<file path="src/rtl/lpddr4_ca_pkg.sv">
// LPDDR4 CA decoder shared types.
// Opcodes, command/error encodings, decoded-command record.
package lpddr4_ca_pkg;

  localparam logic [1:0] OP_ACT1 = 2'b01;
  localparam logic [1:0] OP_ACT2 = 2'b11;
  localparam logic [4:0] OP_PRE  = 5'b10000;
  localparam logic [4:0] OP_REF  = 5'b01000;
  localparam logic [4:0] OP_RD1  = 5'b00010;
  localparam logic [4:0] OP_WR1  = 5'b00100;
  localparam logic [4:0] OP_MWR1 = 5'b01100;
  localparam logic [4:0] OP_CAS2 = 5'b10010;

  typedef enum logic [2:0] {
    CMD_ACT = 3'd0,
    CMD_RD  = 3'd1,
    CMD_WR  = 3'd2,
    CMD_MWR = 3'd3,
    CMD_PRE = 3'd4,
    CMD_REF = 3'd5
  } cmd_type_e;

  typedef enum logic [2:0] {
    ERR_NONE    = 3'd0,
    ERR_UNSUP   = 3'd1,
    ERR_FRAME   = 3'd2,
    ERR_TIMEOUT = 3'd3,
    ERR_SEQ     = 3'd4,
    ERR_ACT_OPN = 3'd5,
    ERR_BNK_CLS = 3'd6,
    ERR_REF_OPN = 3'd7
  } err_code_e;

  typedef enum logic [1:0] {
    S_IDLE,
    S_F1B,
    S_WAIT2,
    S_F2B
  } state_e;

  typedef struct packed {
    cmd_type_e   ctype;
    logic [2:0]  bank;
    logic [15:0] row;
    logic [9:0]  col;
    logic [1:0]  flag;
  } cmd_t;

endpackage

</file>
<file path="src/rtl/lpddr4_ca_if.sv">
// Decoded-command output channel.
// valid/ready handshake plus the head command fields.
interface lpddr4_ca_if;
  import lpddr4_ca_pkg::*;

  logic        cmd_valid;
  logic        cmd_ready;
  cmd_type_e   cmd_type;
  logic [2:0]  cmd_bank;
  logic [15:0] cmd_row;
  logic [9:0]  cmd_col;
  logic [1:0]  cmd_flag;

  modport master (
    output cmd_valid, cmd_type, cmd_bank,
    output cmd_row, cmd_col, cmd_flag,
    input  cmd_ready
  );

  modport slave (
    input  cmd_valid, cmd_type, cmd_bank,
    input  cmd_row, cmd_col, cmd_flag,
    output cmd_ready
  );
endinterface

</file>
<file path="src/rtl/lpddr4_cmd_fifo.sv">
// Synchronous FIFO, drop-on-full with sticky overflow.
// Head reads as zero while empty.
module lpddr4_cmd_fifo #(
  parameter int DEPTH = 4,
  parameter int WIDTH = 34
) (
  input  logic             clk,
  input  logic             rst_n,
  input  logic             push,
  input  logic [WIDTH-1:0] din,
  input  logic             pop,
  output logic [WIDTH-1:0] dout,
  output logic             empty,
  output logic             overflow
);
  localparam int AW = $clog2(DEPTH);

  logic [WIDTH-1:0] mem [DEPTH];
  logic [AW:0]      wp, rp;
  logic             full, do_pop, do_push;

  assign empty   = (wp == rp);
  assign full    = (wp[AW] != rp[AW]) &&
                   (wp[AW-1:0] == rp[AW-1:0]);
  assign do_pop  = pop && !empty;
  assign do_push = push && (!full || do_pop);
  assign dout    = empty ? '0 : mem[rp[AW-1:0]];

  // Pointer and sticky overflow update.
  always_ff @(posedge clk or negedge rst_n) begin
    if (!rst_n) begin
      wp       <= '0;
      rp       <= '0;
      overflow <= 1'b0;
    end else begin
      if (do_push) wp <= wp + 1'b1;
      if (do_pop)  rp <= rp + 1'b1;
      if (push && full && !do_pop) overflow <= 1'b1;
    end
  end

  // Storage write; contents are don't-care until pushed.
  always_ff @(posedge clk) begin
    if (do_push) mem[wp[AW-1:0]] <= din;
  end
endmodule

</file>
<file path="src/rtl/lpddr4_ca_decoder.sv">
// LPDDR4 CA receiver: reassembles multi-tick commands into a FIFO.
// Optional bank tracking under LPDDR4_BANK_TRACK_EN.
module lpddr4_ca_decoder
  import lpddr4_ca_pkg::*;
#(
  parameter int FIFO_DEPTH = 4,
  parameter int MAX_GAP    = 4,
  parameter int NUM_BANKS  = 8
) (
  input  logic        ck,
  input  logic        rst_n,
  input  logic        cke,
  input  logic        cs,
  input  logic [5:0]  ca,
  lpddr4_ca_if.master cmd,
  output logic        err,
  output logic [2:0]  err_code,
  output logic        overflow
);
  localparam int GW = $clog2(MAX_GAP + 1);
  localparam logic [2:0] BMASK = 3'(NUM_BANKS - 1);

  state_e      state;
  cmd_t        cur, pkt, head;
  logic [GW-1:0] gap;
  err_code_e   ecode, bank_code;
  logic        bank_err, done, empty;
  logic [$bits(cmd_t)-1:0] fifo_dout;
  logic        is_act1, is_act2, is_pre, is_ref;
  logic        is_rd, is_wr, is_mwr, is_cas2, is_pr;

  assign is_act1 = (ca[1:0] == OP_ACT1);
  assign is_act2 = (ca[1:0] == OP_ACT2);
  assign is_pre  = (ca[4:0] == OP_PRE);
  assign is_ref  = (ca[4:0] == OP_REF);
  assign is_rd   = (ca[4:0] == OP_RD1);
  assign is_wr   = (ca[4:0] == OP_WR1);
  assign is_mwr  = (ca[4:0] == OP_MWR1);
  assign is_cas2 = (ca[4:0] == OP_CAS2);
  assign is_pr   = (cur.ctype == CMD_PRE) ||
                   (cur.ctype == CMD_REF);

  assign done = cke && !cs &&
                ((state == S_F2B) ||
                 (state == S_F1B && is_pr));

  // Final tick B fields merged into the captured command.
  always_comb begin
    pkt = cur;
    if (state == S_F1B)
      pkt.bank = ca[2:0] & BMASK;
    else if (cur.ctype == CMD_ACT)
      pkt.row[5:0] = ca;
    else
      pkt.col[7:2] = ca;
  end

  // Command reassembly FSM with registered error pulse.
  always_ff @(posedge ck or negedge rst_n) begin
    if (!rst_n) begin
      state <= S_IDLE;
      cur   <= '0;
      gap   <= '0;
      err   <= 1'b0;
      ecode <= ERR_NONE;
    end else begin
      err   <= 1'b0;
      ecode <= ERR_NONE;
      if (done && bank_err) begin
        err   <= 1'b1;
        ecode <= bank_code;
      end
      if (cke) begin
        unique case (state)
          S_IDLE: if (cs) begin
            cur <= '0;
            unique case (1'b1)
              is_act1: begin
                cur.ctype      <= CMD_ACT;
                cur.row[15:12] <= ca[5:2];
                state          <= S_F1B;
              end
              is_pre, is_ref: begin
                cur.ctype   <= is_pre ? CMD_PRE : CMD_REF;
                cur.flag[0] <= ca[5];
                state       <= S_F1B;
              end
              is_rd, is_wr, is_mwr: begin
                cur.ctype   <= is_rd ? CMD_RD :
                               is_wr ? CMD_WR : CMD_MWR;
                cur.flag[1] <= ca[5];
                state       <= S_F1B;
              end
              is_act2, is_cas2: begin
                err   <= 1'b1;
                ecode <= ERR_SEQ;
              end
              default: begin
                err   <= 1'b1;
                ecode <= ERR_UNSUP;
              end
            endcase
          end
          S_F1B: begin
            if (cs) begin
              err   <= 1'b1;
              ecode <= ERR_FRAME;
              state <= S_IDLE;
            end else if (is_pr) begin
              state <= S_IDLE;
            end else begin
              cur.bank <= ca[2:0] & BMASK;
              if (cur.ctype == CMD_ACT) begin
                cur.row[11:10] <= ca[5:4];
              end else begin
                cur.col[9]  <= ca[4];
                cur.flag[0] <= ca[5];
              end
              gap   <= '0;
              state <= S_WAIT2;
            end
          end
          S_WAIT2: begin
            if (cs) begin
              if (cur.ctype == CMD_ACT ? is_act2 : is_cas2) begin
                if (cur.ctype == CMD_ACT)
                  cur.row[9:6] <= ca[5:2];
                else
                  cur.col[8] <= ca[5];
                state <= S_F2B;
              end else begin
                err   <= 1'b1;
                ecode <= ERR_SEQ;
                state <= S_IDLE;
              end
            end else if (gap == GW'(MAX_GAP)) begin
              err   <= 1'b1;
              ecode <= ERR_TIMEOUT;
              state <= S_IDLE;
            end else begin
              gap <= gap + 1'b1;
            end
          end
          S_F2B: begin
            if (cs) begin
              err   <= 1'b1;
              ecode <= ERR_FRAME;
            end
            state <= S_IDLE;
          end
          default: state <= S_IDLE;
        endcase
      end
    end
  end

`ifdef LPDDR4_BANK_TRACK_EN
  logic [NUM_BANKS-1:0] open_q;
  logic rwm;

  assign rwm = (pkt.ctype == CMD_RD) ||
               (pkt.ctype == CMD_WR) ||
               (pkt.ctype == CMD_MWR);

  // Bank-state violations seen by the completing command.
  always_comb begin
    bank_err  = 1'b0;
    bank_code = ERR_NONE;
    if (pkt.ctype == CMD_ACT && open_q[pkt.bank]) begin
      bank_err  = 1'b1;
      bank_code = ERR_ACT_OPN;
    end else if (rwm && !open_q[pkt.bank]) begin
      bank_err  = 1'b1;
      bank_code = ERR_BNK_CLS;
    end else if (pkt.ctype == CMD_REF && pkt.flag[0] &&
                 |open_q) begin
      bank_err  = 1'b1;
      bank_code = ERR_REF_OPN;
    end
  end

  // Open/closed table updated at command completion.
  always_ff @(posedge ck or negedge rst_n) begin
    if (!rst_n) begin
      open_q <= '0;
    end else if (done) begin
      if (pkt.ctype == CMD_ACT)
        open_q[pkt.bank] <= 1'b1;
      else if (pkt.ctype == CMD_PRE && pkt.flag[0])
        open_q <= '0;
      else if (pkt.ctype == CMD_PRE)
        open_q[pkt.bank] <= 1'b0;
      else if (rwm && pkt.flag[0])
        open_q[pkt.bank] <= 1'b0;
    end
  end
`else
  assign bank_err  = 1'b0;
  assign bank_code = ERR_NONE;
`endif

  lpddr4_cmd_fifo #(
    .DEPTH (FIFO_DEPTH),
    .WIDTH ($bits(cmd_t))
  ) u_fifo (
    .clk      (ck),
    .rst_n    (rst_n),
    .push     (done),
    .din      (pkt),
    .pop      (cmd.cmd_ready),
    .dout     (fifo_dout),
    .empty    (empty),
    .overflow (overflow)
  );

  assign head          = cmd_t'(fifo_dout);
  assign cmd.cmd_valid = !empty;
  assign cmd.cmd_type  = head.ctype;
  assign cmd.cmd_bank  = head.bank;
  assign cmd.cmd_row   = head.row;
  assign cmd.cmd_col   = head.col;
  assign cmd.cmd_flag  = head.flag;
  assign err_code      = ecode;
endmodule

</file>
<file path="src/flat_wrapper.sv">
// flat-port wrapper written by rule: the top's interface ports become plain ports
module lpddr4_ca_decoder_flat import lpddr4_ca_pkg::*;
#(
  parameter int FIFO_DEPTH = 4,
  parameter int MAX_GAP    = 4,
  parameter int NUM_BANKS  = 8
)
  (ck, rst_n, cke, cs, ca, err, err_code, overflow, cmd_cmd_valid, cmd_cmd_type, cmd_cmd_bank, cmd_cmd_row, cmd_cmd_col, cmd_cmd_flag, cmd_cmd_ready);
  lpddr4_ca_if cmd_i ();
  input  logic ck;
  input  logic rst_n;
  input  logic cke;
  input  logic cs;
  input  logic [5:0] ca;
  output logic err;
  output logic [2:0] err_code;
  output logic overflow;
  output wire logic [$bits(cmd_i.cmd_valid)-1:0] cmd_cmd_valid;
  output wire logic [$bits(cmd_i.cmd_type)-1:0] cmd_cmd_type;
  output wire logic [$bits(cmd_i.cmd_bank)-1:0] cmd_cmd_bank;
  output wire logic [$bits(cmd_i.cmd_row)-1:0] cmd_cmd_row;
  output wire logic [$bits(cmd_i.cmd_col)-1:0] cmd_cmd_col;
  output wire logic [$bits(cmd_i.cmd_flag)-1:0] cmd_cmd_flag;
  input wire logic [$bits(cmd_i.cmd_ready)-1:0] cmd_cmd_ready;
  assign cmd_cmd_valid = cmd_i.cmd_valid;
  assign cmd_cmd_type = cmd_i.cmd_type;
  assign cmd_cmd_bank = cmd_i.cmd_bank;
  assign cmd_cmd_row = cmd_i.cmd_row;
  assign cmd_cmd_col = cmd_i.cmd_col;
  assign cmd_cmd_flag = cmd_i.cmd_flag;
  assign cmd_i.cmd_ready = cmd_cmd_ready;
  lpddr4_ca_decoder #(.FIFO_DEPTH(FIFO_DEPTH), .MAX_GAP(MAX_GAP), .NUM_BANKS(NUM_BANKS)) u_core (.ck(ck), .rst_n(rst_n), .cke(cke), .cs(cs), .ca(ca), .cmd(cmd_i), .err(err), .err_code(err_code), .overflow(overflow));
endmodule
</file>
<file path="config.mk">
export PLATFORM = sky130hd
export DESIGN_NAME = lpddr4_ca_decoder_flat
export DESIGN_NICKNAME = d
export VERILOG_FILES = /design/src/rtl/lpddr4_ca_pkg.sv /design/src/rtl/lpddr4_ca_if.sv /design/src/rtl/lpddr4_cmd_fifo.sv /design/src/rtl/lpddr4_ca_decoder.sv /design/src/flat_wrapper.sv
export SDC_FILE = /design/constraint.sdc
export NUM_CORES = 1
export LEC_CHECK = 0
export CAP_MARGIN = 20
export CORE_MARGIN = 8
export CORE_UTILIZATION = 55
export CTS_BUF_LIST = sky130_fd_sc_hd__clkbuf_2
export DETAILED_ROUTE_END_ITERATION = 12
export GPL_TIMING_DRIVEN = 0
export PLACE_DENSITY_LB_ADDON = 0.2
export SLEW_MARGIN = 15
export SYNTH_ARGS = -nofsm -noshare
export SYNTH_HDL_FRONTEND = slang
export SYNTH_HIERARCHICAL = 1
export SYNTH_SLANG_ARGS = --single-unit
</file>
<file path="constraint.sdc">
create_clock -name ck -period 3.46 [get_ports ck]
set_clock_uncertainty 0.15 [all_clocks]
set_input_delay 0.865 -clock ck [delete_from_list [all_inputs] [get_ports ck]]
set_output_delay 0.865 -clock ck [all_outputs]
set_load 0.01 [all_outputs]
</file>
Word-level counts from Yosys, hierarchy flattened

Memory sizes are Yosys's and may differ from the RTL's.
Cells that the tools add are included.

Word-level logic and storage cells: 151
Memories: 1
Flip-flop bits (word level): 36
Memory bits (writable): 128

Reductions and logical operators: 33
Add/subtract/negate cells: 3
Multiplexer cells: 68
Equal/unequal tests: 30

Memories:

| name              | words | bits a word | rd ports | clocked after memory_dff | write ports | RTL line              | text |
|---|---|---|---|---|---|---|---|
| u_core.u_fifo.mem | 4     | 32          | 1        | 0                        | 1           | lpddr4_cmd_fifo.sv:18 | `logic [WIDTH-1:0] mem [DEPTH];` |

Operators with widths:

| kind                                                             | number |
|---|---|
| 3-bit 2-to-1 mux                                                 | 12 |
| 34-bit 2-to-1 mux                                                | 1 |
| 31-bit 2-to-1 mux                                                | 1 |
| 6-bit AND reduction                                              | 5 |
| 2-bit 2-to-1 mux                                                 | 12 |
| 6-bit 2-to-1 mux                                                 | 4 |
| 3-bit case mux with 2 select lines                               | 4 |
| 1-bit 2-to-1 mux                                                 | 22 |
| 2-bit inequality test (second input constant)                    | 10 |
| 4-bit 2-to-1 mux                                                 | 4 |
| 5-bit by 4-bit == test with 1-bit output (second input constant) | 2 |
| 5-bit == test (second input constant)                            | 2 |
| 3-bit by 1-bit adder with 3-bit output (second input constant)   | 3 |
| 3-bit == test (second input constant)                            | 3 |
| 3-bit case mux with 3 select lines                               | 1 |
| 1-bit logical AND                                                | 8 |
| 2-bit case mux with 4 select lines                               | 1 |
| 4-bit case mux with 2 select lines                               | 1 |
| 2-bit == test (second input constant)                            | 3 |
| 1-bit case mux with 2 select lines                               | 3 |
| 2-bit nonzero test                                               | 3 |
| 2-bit OR reduction                                               | 3 |
| 6-bit OR reduction                                               | 1 |
| 5-bit by 2-bit == test with 1-bit output (second input constant) | 1 |
| other kinds (17)                                                 | 24 |

Depth between registers and ports, before layout

Depth after elaboration: 8
Mapped depth: 6
Depth with buffers taken out: 6

Modules after synthesis

Netlist, hierarchy kept.

By module, submodules not included:

| module            | cells each | instances | sequential area each (um2) | area each (um2) |
|---|---|---|---|---|
| lpddr4_cmd_fifo   | 254        | 1         | 4259.1                     | 5575.3 |
| lpddr4_ca_decoder | 201        | 1         | 725.7                      | 1741.7 |

Worst setup path before layout

OpenSTA, ideal clock, no wires.

Kind: input to register
From: in cs
To: reg u_core/u_fifo/mem[3][0] (netlist name)
Cell stages on the path: 3
Arrival time: 2.369 ns
Library setup time: 0.394 ns
Setup slack: 0.546 ns
Buffers on the path: 0
Cell sequence: nand2b_1 nor3_1 and3_1

RTL lines:

| what               | RTL line           | text |
|---|---|---|
| start: declaration | flat_wrapper.sv:13 | `input logic cs;` |

Worst setup path after layout

From: reg u_core.u_fifo.rp[0]
To: out cmd_cmd_row[3]

Longest elaborated chain between the ends: 2

Ends and longest elaborated chain:

| what                                                      | RTL line              | text |
|---|---|---|
| start: declaration                                        | lpddr4_cmd_fifo.sv:19 | `logic [AW:0] wp, rp;` |
| start signal: assignment                                  | lpddr4_cmd_fifo.sv:37 | `if (do_pop) rp <= rp + 1'b1;` |
| memory 4 x 32 bit / 3-bit == test (equally long branches) | --                    |  |
| 34-bit 2-to-1 mux *                                       | lpddr4_cmd_fifo.sv:27 | `assign dout = empty ? '0 : mem[rp[AW-1:0]];` |
| end: declaration                                          | flat_wrapper.sv:21    | `output wire logic [$bits(cmd_i.cmd_row)-1:0] cmd_cmd_row;` |

Mark *: on every way between the ends. The rest lies on a longest branch, timed or not.

==> out/metrics.csv <==
metric,value,unit
fin_crit,3.33,ns
pre_cts_slack,-0.243,ns
place.port_buffers,50,
peakVddDrop,0.376,mV
syn_area,7320,sq um
grt_antenna_before_repair,0,
maxCapViolCount,0,
rsz0062_at_grt,yes,
timing.final.hold_violations,0,
max_freq,0.301,GHz
avgSynthCellArea,16.1,sq um
worstPathCellList,buf_12 > buf_12 > buf_12 > mux4_2 > nor2b_1 > buf_2,
critPathLaunchType,flip-flop,
crit_type,flip-flop to primary output,
dieArea,17300,sq um
critPathMaxStageDelay,0.50,ns
p_per_area,667,nW/um^2
grt_overflow,0,
synth-seq-cells,172,
intPower,4000,uW
finalSetupTns,0,ns
die_w,131,um
p_leak,0.00322,uW
drv_slew,0,
slew_headroom,0.502,
cpMostUsedCell,buf_12,
period_share,0.961,
power.switching,1770,uW
ys_async_sr_fraction,0.209,
synth_warnings,6,
timing.final.ws_setup,0.134,ns
grt_use_total,0.179,
clkSinkCount,172,
final_nets,573,
yosysUniqueCellTypes,60,
final_cell_area,8640,sq um
syn_inst,455,
pwr-share-comb,0.403,
synth_seq_area_share,0.681,
cts.path.max_buffers,2,
tritoncts,yes,
start_util,0.557,
areaGrowthSynthToFinish,18.1,%
tightest_slew,0.742,ns
grt_pass1_vias,4401,
h-tree-depth,4,
worst-path-buf-inv,4,
drtIter0Drc,327,
antenna_cells,0,
swShare,0.307,
drc,0,
hp-class,input pin to async pin,
drive_above_1_share,0.266,
status,"finished, final reports clean",
synth_enable_flop_cells,136,
numCtsBuffers,17,
globalplace.congestion,0.856,
cp_top_family,buffers and inverters,
critPathSlowestCell,mux4_2,
die_h,131,um
path_max_fanout,5,
core,13100,sq um
cts-root-buf,clkbuf_2,
worstPathRequired,2.44,ns
p_clk_frac,0.177,
grt_first_pass_wirelength,23800,um
ios,51,
routed_via_density,5.74,
wl_per_cell,20.1,um
yosys_most_used_dff,edfxtp_1,
drt-pass1-iter-count,4,
hpwl,9560,um
drt-total-wl,14900,um
end_kind,primary output,
antenna_left,0,
vias,4267,
postPlaceCellArea,8160,sq um
clock_latency,0.72,ns
clkSlewWorstSetupHoldPaths,0.21,ns
setup_viol,0,
grt_max_degree,34,
cp.arrival,2.31,ns
final_core_util,0.658,
reg2reg_slack,0.37,ns
p_seq_frac,0.420,
fp-row-count,42,
## through the flow
step / instances / hold slack [ns] / power [uW]
5_1_grt: 744 / 0.213 / 6080
4_1_cts: 741 / 0.210 / 5870
3_5_place_dp: 693 / 0.312 / 4570
6_report: 744 / 0.295 / 5770
3_3_place_gp: 688 / 0.314 / 4520
2_1_floorplan: 462 / 0.323 / 3660
## worst reg2reg max path: cells and delay by family (launching register included)
family / cells / cell delay [ns]
DFF: 1 / 0.38
and+or+nand+nor: 3 / 1.41
buffers and inverters: 3 / 0.85
## final cells by class
class	count	area [sq um]
Fill cell	949	4500
Sequential cell	172	4990
Clock buffer	21	105
Multi-Input combinational cell	251	2240
Timing Repair Buffer	75	696
Buffer	26	223
Clock inverter	11	126
Inverter	12	45.0
Tap cell	176	220
## logic make-up (layout without fill, tap and decap cells)
logic type / after synthesis / in the layout / synth area share
AOI/OAI and AO/OA: 58 / 58 / 0.0583
xor gates and xnor gates: 8 / 8 / 0.0106
adders and majority gates: 7 / 7 / 0.0120
buffers and inverters: 39 / 145 / 0.0233
DFF: 172 / 172 / 0.681
muxes: 38 / 38 / 0.110
other: 1 / 8 / 0.000513
and+or+nand+nor: 132 / 132 / 0.104
## state kept, by name (all words and copies together) (netlist names)
register / flops
u_core/u_fifo/mem: 136
u_core/cur: 20
u_core/err_code: 3
u_core/gap: 3
u_core/u_fifo/overflow: 1
u_core/u_fifo/rp: 3
u_core/state: 2
u_core/err: 1
u_core/u_fifo/wp: 3
## routing by layer
layer | global-route usage | vias to the layer above | wire length, um
li1 | - | 1953 | -
met1 | 0.225 | 2149 | 6290
met2 | 0.289 | 140 | 7480
met3 | 0.0454 | 25 | 804
met4 | 0.0772 | 0 | 355
met5 | 0 | - | 0
## power by group through the flow
stage | Clock, uW | Sequential (uW) | Combinational (uW)
2_1_floorplan | 0 | 2430 | 1230
3_3_place_gp | 0 | 2440 | 2070
3_5_place_dp | 0 | 2450 | 2120
4_1_cts | 1050 | 2420 | 2400
5_1_grt | 1120 | 2430 | 2530
6_report | 1020 | 2420 | 2330
## worst paths after layout
path,start,end,cells past startpoint
setup / recovery,u_core/u_fifo/rp[0],cmd_cmd_row[3],6
hold / removal,rst_n,u_core/u_fifo/wp[1],2
setup reg to reg,u_core/state[1],u_core/u_fifo/mem[2][33],6
hold reg to reg,u_core/u_fifo/overflow,u_core/u_fifo/overflow,1
max in group asynchronous,rst_n,u_core/cur[26],3
min in group ck,u_core/u_fifo/overflow,u_core/u_fifo/overflow,1
## synth_stat cells, drive strengths merged (4+ instances only)
cell	n	area share
a21boi	5	0.0051
a21oi	4	0.0027
a22o	8	0.0096
and3	15	0.013
buf	11	0.0089
clkbuf	16	0.0082
dfrtp	36	0.12
edfxtp	136	0.56
ha	7	0.012
inv	12	0.0062
mux4	34	0.10
nand2	28	0.014
nand2b	4	0.0034
nand3	6	0.0041
nand4	5	0.0043
nor2	9	0.0046
nor2b	39	0.033
nor3	9	0.0082
o21ai	14	0.0096
xnor2	5	0.0060
## layout by cell type, fill, tap and decap left out, drive strengths merged, types with 7 or more instances in the layout
cell type | synthesis | final
ha | 7 | 7
conb | 1 | 8
mux4 | 34 | 34
clkinv | 0 | 7
dfrtp | 36 | 36
nor2 | 9 | 9
nor3 | 9 | 9
clkdlybuf4s50 | 0 | 14
buf | 11 | 62
nor2b | 39 | 39
o21ai | 14 | 14
inv | 12 | 12
edfxtp | 136 | 136
clkbuf | 16 | 45
nand2 | 28 | 28
a22o | 8 | 8
and3 | 15 | 15
## repair_timing
item                                    in CTS  in global routing
endpoints found under the hold margin       36                  0
gates resized for setup                    162                 23
endpoints found under the setup margin      35                 27
setup buffers                               13                  2
pin swaps                                    1                  0
hold buffers                                 1                  0
gates cloned                                 2                  2
No activity file was read; power rests on OpenSTA's default activity.
==> patch, RTL diff (same settings) <==
Encoding of `state_e`: now one-hot (4 bits for 4 states).
--- a/src/rtl/lpddr4_ca_pkg.sv
+++ b/src/rtl/lpddr4_ca_pkg.sv
@@ -33,7 +33,7 @@
 
-  typedef enum logic [1:0] {
-    S_IDLE,
-    S_F1B,
-    S_WAIT2,
-    S_F2B
+  typedef enum logic [3:0] {
+    S_IDLE  = 4'b0001,
+    S_F1B   = 4'b0010,
+    S_WAIT2 = 4'b0100,
+    S_F2B   = 4'b1000
   } state_e;
Formal check against the unedited RTL: no difference found for any inputs over 4 cycles, from zero or initial values and one cycle with rst_n low; so few cycles prove little.
==> patch against the unedited design <==
  * Sequential share of layout area is 0.16 points lower
  * Area after synthesis increased by 2.8%
  * Sequential cell count grew 2
  * Via count rose by 1.2%
  * Maximum frequency decreased by 2.7%
  * Synthesized cell count rose by 2.4%
  * Design area grew 1.3%
  * Wire length fell by 0.46%
  * Setup slack got worse by 0.091 ns
  * Total power grew 11%
  * Count of clock-buffer cells in the layout shrank 3
  * Die area increased by 2.5%
==> patch: results (changes against the unedited design) <==
Most frequent cells after synthesis = edfxtp_1 (136), nor2b_1 (39), dfrtp_1 (37)
Max_slew headroom = 0.339 (-0.162)
Met2 track demand over resource in global routing = 0.290 (+0.000672)
Detailed Routing Iterations Pass 1 = 5 (+1)
Number of port buffers = 48 (-4.0%)
Global-route wire length before repair = 23700 um (-0.47%)
# resized after CTS = 157 (-3.1%)
Clock-pin transition on the worst setup and hold timing paths = 0.23 ns (+0.02 ns)
Maximum number of pins on one net before global-route repair = 35 (+2.9%)
Iteration-0 DRC Markers = 403 (+23%)
Met3 usage in global routing = 0.0454 (+0.0000695)
Slowest-stage cell, CP = dfrtp_1
Reg2Reg Launch Point = u_core/cur[33]$_DFFE_PN0P_
Met2 routed WL = 7610 um (+1.7%)
Length of routed met3 wiring = 678 um (-16%)
Class of the most critical hold timing path = primary input to flop
Data arrival at the endpoint of the critical path = 2.40 ns (+0.09 ns)
Crit path capture = cmd_cmd_row[8]
Sequential share of the synthesized area = 0.669 (-0.0119)
Cell types occupying the most area after synthesis = edfxtp_1 (54%), dfrtp_1 (12%), mux4_2 (10%)
Vias after detailed routing = 4318 (+1.2%)
Critical path fanouts, max = 7 (+2)
Dpl hpwl = 9400 um (-1.7%)
Register-to-Register Path Depth = 4 (-2)
Filler cell count in the final layout = 974 (+2.6%)
Status = complete, no violations
-- patch: cell count changes after synthesis, moves of 4 or more --
cell     delta
o21ai_0    +18
a22o_1      -7
o21ai_1     -6
nand4_1     -4
-- patch: logic make-up (layout without fill, tap and decap cells) --
group / count (synthesis) / count (layout) / synth area share
AOI/OAI and AO/OA: 64 / 64 / 0.0569
adders and majority gates: 7 / 7 / 0.0116
xor gates and xnor gates: 9 / 9 / 0.0115
other: 1 / 8 / 0.000498
buffers and inverters: 40 / 142 / 0.0303
and+or+nand+nor: 128 / 128 / 0.103
DFF: 174 / 174 / 0.669
muxes: 43 / 43 / 0.116
-- patch: final cells by class --
| class | count | share of cell area |
|---|---|---|
| sequential | 174 | 0.575 |
| buffer | 28 | 0.0303 |
| multi-input combinational | 259 | 0.269 |
| timing repair buffer | 71 | 0.0683 |
| clock buffer | 18 | 0.0103 |
| inverter | 11 | 0.00472 |
| clock inverter | 14 | 0.0166 |
| tap | 176 | 0.0252 |
-- patch: stage by stage --
step           setup TNS (ns)  instance area [um2]  hold WS [ns]  cells  worst slack [ns]
3_5_place_dp           -58.07                 8280         0.318    698            -0.455
2_1_floorplan               0                 7550         0.320    473             0.266
6_report                    0                 8750         0.277    751            0.0433
3_3_place_gp          -110.31                 8260         0.309    697            -0.832
5_1_grt                 -3.04                 8750         0.147    751            -0.137
4_1_cts                -0.246                 8680         0.190    745            -0.123
-- patch: critical path, delay by kind of cell (launching register included) --
family                 cells  cell delay [ns]
flip-flops                 1             0.47
AND/OR/NAND/NOR            1             0.14
buffers and inverters      5             0.66
multiplexers               1             0.42
-- patch: power breakdown --
group	internal (W)	total (W)	switching, W
Sequential	0.00252	0.00266	0.000133
Combinational	0.00143	0.00274	0.00132
Clock	0.000333	0.00101	0.000673
